`src/rtl/csr_timer.sv`:
```
// Constant timer for the LA32 CSR file: TID/TCFG/TVAL/TICLR plus the 64-bit
// stable counter read by rdcntvl/rdcntvh/rdcntid.
module csr_timer #(
  parameter logic [31:0] TID_RESET = 32'h0
) (
  input  logic        clk,
  input  logic        resetn,
  input  logic [13:0] csr_num,
  input  logic        csr_we,
  input  logic [31:0] csr_wmask,
  input  logic [31:0] csr_wvalue,
  output logic [31:0] csr_rvalue,
  output logic        timer_int,
  output logic [63:0] stable_cnt,
  output logic [31:0] tid
);

  localparam logic [13:0] CSR_TID   = 14'h40;
  localparam logic [13:0] CSR_TCFG  = 14'h41;
  localparam logic [13:0] CSR_TVAL  = 14'h42;
  localparam logic [13:0] CSR_TICLR = 14'h44;

  typedef struct packed {
    logic [29:0] init_val;
    logic        periodic;
    logic        en;
  } tcfg_t;

  logic [31:0] tid_q, tid_d;
  tcfg_t       tcfg_q, tcfg_d;
  logic [31:0] cnt_q, cnt_d;
  logic        tmr_en_q, tmr_en_d;
  logic        timer_int_q, timer_int_d;
  logic [63:0] stable_cnt_q, stable_cnt_d;

  logic        tid_wr, tcfg_wr, ticlr_wr;
  tcfg_t       tcfg_merged;
  logic        expire;

  function automatic logic [31:0] merge(input logic [31:0] old_val,
                                        input logic [31:0] mask,
                                        input logic [31:0] wdata);
    return (mask & wdata) | (~mask & old_val);
  endfunction

  function automatic logic [31:0] load_val(input tcfg_t cfg);
    return {cfg.init_val, 2'b00};
  endfunction

  assign tid_wr      = csr_we && (csr_num == CSR_TID);
  assign tcfg_wr     = csr_we && (csr_num == CSR_TCFG);
  assign ticlr_wr    = csr_we && (csr_num == CSR_TICLR) && csr_wmask[0] && csr_wvalue[0];
  assign tcfg_merged = tcfg_t'(merge(tcfg_q, csr_wmask, csr_wvalue));

  always_comb begin
    // NOTE: every next-state signal gets a default first so no path leaves it unassigned (no latches).
    tid_d        = tid_q;
    tcfg_d       = tcfg_q;
    cnt_d        = cnt_q;
    tmr_en_d     = tmr_en_q;
    timer_int_d  = timer_int_q;
    stable_cnt_d = stable_cnt_q + 64'd1;
    expire       = 1'b0;

    if (tid_wr) tid_d = merge(tid_q, csr_wmask, csr_wvalue);

    // A TCFG write outranks counting; En=0 freezes cnt where it is.
    if (tcfg_wr) begin
      tcfg_d   = tcfg_merged;
      tmr_en_d = tcfg_merged.en;
      if (tcfg_merged.en) cnt_d = load_val(tcfg_merged);
    end else if (tmr_en_q && (cnt_q != 32'd0)) begin
      cnt_d = cnt_q - 32'd1;
    end else if (tmr_en_q) begin
      expire = 1'b1;
      if (tcfg_q.periodic) begin
        cnt_d = load_val(tcfg_q);
      end else begin
        cnt_d    = 32'hFFFF_FFFF;
        tmr_en_d = 1'b0;
      end
    end

    // Expiry is applied after the clear so it wins a same-cycle race.
    if (ticlr_wr) timer_int_d = 1'b0;
    if (expire)   timer_int_d = 1'b1;
  end

  // NOTE: sequential state uses non-blocking assignments only, so every register samples pre-edge values.
  always_ff @(posedge clk) begin
    if (!resetn) begin
      tid_q        <= TID_RESET;
      tcfg_q       <= '0;
      cnt_q        <= 32'hFFFF_FFFF;
      tmr_en_q     <= 1'b0;
      timer_int_q  <= 1'b0;
      stable_cnt_q <= 64'd0;
    end else begin
      tid_q        <= tid_d;
      tcfg_q       <= tcfg_d;
      cnt_q        <= cnt_d;
      tmr_en_q     <= tmr_en_d;
      timer_int_q  <= timer_int_d;
      stable_cnt_q <= stable_cnt_d;
    end
  end

  always_comb begin
    csr_rvalue = 32'd0;
    case (csr_num)
      CSR_TID:  csr_rvalue = tid_q;
      CSR_TCFG: csr_rvalue = tcfg_q;
      CSR_TVAL: csr_rvalue = cnt_q;
      default:  csr_rvalue = 32'd0;
    endcase
  end

  assign timer_int  = timer_int_q;
  assign stable_cnt = stable_cnt_q;
  assign tid        = tid_q;

endmodule

```
`config.mk`:
```
export PLATFORM = sky130hd
export DESIGN_NAME = csr_timer
export DESIGN_NICKNAME = d
export VERILOG_FILES = /design/src/rtl/csr_timer.sv
export SDC_FILE = /design/constraint.sdc
export NUM_CORES = 1
export LEC_CHECK = 0
export BUFFER_PORTS_ARGS = -buffer_cell sky130_fd_sc_hd__buf_4
export CAP_MARGIN = 0
export CORE_MARGIN = 4
export CORE_UTILIZATION = 52
export DETAILED_ROUTE_END_ITERATION = 16
export PLACE_DENSITY = 0.83
export SLEW_MARGIN = 15
export SYNTH_ARGS = -nofsm -noshare
export SYNTH_HDL_FRONTEND = slang
export SYNTH_SLANG_ARGS = --single-unit
```
`constraint.sdc`:
```
create_clock -name clk -period 3.6 [get_ports clk]
set_input_delay 0.54 -clock clk [delete_from_list [all_inputs] [get_ports clk]]
set_output_delay 0.54 -clock clk [all_outputs]
set_load 0.01 [all_outputs]
```
# Word-level counts from Yosys, hierarchy flattened
# Cells that the tools add are included.
[totals]
register_bits = 162
inputBits = 81
output_inout_bits = 129
wordCells = 47
[op_classes]
add_sub_neg = 2
n_eq_ne = 6
muxes = 15
n_bitwise = 6
n_reduce_logical = 10
[op_table]
columns = ["cell", "n"]
rows = [
  ["$mux 32", 5],
  ["$and 32x32->32", 3],
  ["$pmux 32 s3", 1],
  ["$add 64x1->64 const B", 1],
  ["$or 32x32->32", 2],
  ["$eq 14x7->1 const B", 4],
  ["$not 32->32", 1],
  ["$reduce_bool 32->1", 1],
  ["$sub 32x1->32 const B", 1],
  ["$mux 1", 9],
  ["$logic_and 1x1->1", 6],
  ["$reduce_bool 3->1", 1],
  ["$ne 2x1->1 const B", 1],
  ["$ne 2x2->1 const B", 1],
  ["$reduce_and 2->1", 1],
  ["$reduce_bool 2->1", 1],
]

# Depth between registers and ports, before layout
[logic_depth]
depth_word = 6
mapped_depth = 10
ltp_nobuf = 8

# Least setup slack after synthesis
# OpenSTA, ideal clock, no wires.
[synth_path]
path_type = "reg-to-reg"
startpoint = "register cnt_q[7]"
endpoint = "register cnt_q[14]"
setup_time_ns = 0.132
arrival_ns = 2.575
required_time_ns = 3.468
setup_slack_ns = 0.893
stages_incl_launch_ff = 9
n_path_buf = 2
synth_period_minus_slack_ns = 2.707
path_cell_list = "dfxtp_1 buf_6 or4_4 or4_1 buf_2 or3_1 or4b_1 a31oi_1 o21ai_1"
[synth_between]
elab_chain_len = 4
word_cells_on_any_way = 7
cone_classes = "add/sub: 1; mux: 2; reduce/logical: 4"
[synth_rtl]
columns = ["item", "line_no", "rtl"]
rows = [
  ["from (decl)", "31", "logic [31:0] cnt_q, cnt_d;"],
  ["from (signal assigned)", "101", "cnt_q <= cnt_d;"],
  ["branches (longest 4 deep; another with $sub 32x1->32)", "--", ""],
]
# Several ways; the timed one is not identified.
# A chain may end at the register's enable or synchronous reset.

# Worst setup path in the final report
# Same ends and word-level chain as after synthesis.

==> reports/metrics.yaml <==
run_status:
  status: "finished clean"
pwr:
  p_per_area_nw_per_um2: 338.1
  p_leak_uw: 0.004515
  worst_ir_drop_vdd_mv: 0.3329
final_layout:
  area_growth_pct: 26.37
  layout_common_cells: "buf_4 (236), nor2_1 (178), dfxtp_1 (162), nand2_1 (133), a21oi_1 (93)"
  final_common_cell: "buf_4"
  stdcell_count: 1553
  final_util: 0.6758
  final_nets: 1404
  antenna_cells: 0
  fillers: 1411
  drive_gt1_frac: 0.2273
clock_network:
  postCtsSetupRepairBufs: 0
  clkLatencyLatePin_ns: 0.43
  clkTransAtPathRegs_ns: 0.07
  holdBufCountCts: 0
  htreeDepth: 4
  clockBufferDepth: 2
  cts_tree: "yes"
  cts-resized-gates: 0
  cts_num_sinks: 162
  numCtsBuffers: 17
  root_buffer: "clkbuf_16"
floorplanning:
  die_area_um2: 19400
  ios: 210
  die_x_um: 139.3
  rows: 47
  fp.dieH_um: 139.3
  start_util: 0.5348
  core_area_um2: 16760
routing:
  drc: 0
  wl_per_cell_um: 17.07
  wl_um: 26510
  firstDrtPassIters: 7
  first_iter_violations: 671
  routed_via_density: 5.899
  ant_nets: 0
  num_vias: 9161
worst_setup_path:
  start_kind: "flop"
  cp_max_fo: 8
  crit_required_ns: 3.92
  cp-end-kind: "flop"
  critPathArrivalTime_ns: 3.18
  crit_type: "flop to flop"
sta:
  post-route-period-util: 0.7964
  finalClockSkew_ns: 0.005624
  relSlewSlack: 0.5169
  slew_violations: 0
  finalSetupViolations: 0
  max_freq_mhz: 348.8
  rsz0062_at_grt: "no"
  fin_tns_setup_ns: 0
  setup_ws_ns: 0.7328
  worst_pin_slew_ns: 0.7095
  period_needed_ns: 2.867
  hold_viol_final: 0
global_route:
  grt_overflow: 0
  grt_pass1_vias: 8946
  grt_max_degree: 76
  grt_usage: 0.2663
  antenna_found_initial: 0
  grt_pass1_wl_um: 43590
yosys:
  synth-edff-count: 0
  postSynthNetCount: 1224
  ys.flop_type: "dfxtp_1"
  syn_area_per_cell_um2: 7.862
  netlist_instances: 1140
  ys_types: 63
  postSynth.asyncResetShare: 0
  synth-seq-area-share: 0.3619
  yosys_warnings: 0
  ys_ff_latch: 162
  synth_area_um2: 8962
placement:
  gp_congestion: 0.9489
  port_buffers: 209
  dp_slack_ns: 0.5981
  dp.final_hpwl_um: 18880
  place_inst: 1521
run:
  maxCapViolations: 0
worst_hold_path:
  min_path_type: "input pin to flop"
==> cells by family after synthesis <==
| group | share of synthesized area |
|---|---|
| multiplexers | 0.1086 |
| flip-flops | 0.3619 |
| adder cells (fa/ha/maj) | 0.004189 |
| AND/OR/NAND/NOR | 0.2830 |
| XOR/XNOR | 0.07232 |
| AO/OA/AOI/OAI | 0.1317 |
| buffers and inverters | 0.03839 |
==> cells in the mapped netlist (12+ instances only) <==
master,instances,area [µm²]
nor3_1,20,100.1
mux2_2,18,202.7
xor2_1,57,499.2
a21oi_1,93,465.5
clkbuf_1,57,214.0
a211oi_1,18,135.1
nor2_1,178,668.1
nand4_1,27,168.9
buf_1,12,45.04
nor4_1,13,81.33
dfxtp_1,162,3243
xnor2_1,17,148.9
o21ai_0,18,90.09
nand3_1,71,355.3
and2_1,14,87.58
mux2i_1,77,770.7
nand2_1,133,499.2
and4_1,14,122.6
==> final cells by class <==
| type | instances | area (µm²) | area share |
|---|---|---|---|
| repair buffers | 237 | 1792 | 0.1582 |
| multi-input cells | 891 | 5398 | 0.4766 |
| well taps | 220 | 275.3 | 0.02430 |
| flip-flops and latches | 162 | 3243 | 0.2863 |
| clock buffers | 17 | 425.4 | 0.03756 |
| clock inverters | 15 | 148.9 | 0.01315 |
| inverters | 11 | 43.79 | 0.003867 |
==> routing by layer <==
layer  up-vias  global-route usage  part of all wire
li1       4387                   -                 -
met1      4324              0.3285              0.41
met2       391              0.4463              0.48
met3        59             0.07101             0.086
met4         0              0.1004             0.026
met5         -                   0                 0
==> power by group <==
group,leakage [µW],total (µW),internal (µW),switching (µW)
combinational,0.00294,243,112,131
sequential,0.00131,1800,1800,4.27
clock,0.000265,1790,970,816
==> worst max-delay path, stage by stage, from the launching register on <==
cell and delay [ns]:
dfxtp_1 0.38, or4_4 0.57, or4_1 0.70, or3_1 0.39
or4b_1 0.46, a31oi_1 0.19, o21ai_1 0.07
==> final timing paths <==
path,start,to,slack (ns),cells after the start
worst max register to register,cnt_q[7],cnt_q[14],0.73,6
worst max-delay path,cnt_q[7],cnt_q[14],0.73,6
worst min register to register,stable_cnt[0],stable_cnt[0],0.47,1
worst min-delay path,csr_wvalue[14],tcfg_q[14],0.37,3
==> stage by stage <==
stage	hold WS (ns)	power (µW)	instance area (µm²)
floorplan	0.4428	1949	8962
global placement	0.4364	2078	10750
detailed placement	0.4434	2082	10750
CTS	0.3551	3848	11330
global route	0.3863	3948	11330
finish	0.3689	3829	11330
Power figures use the tool's default switching activity.
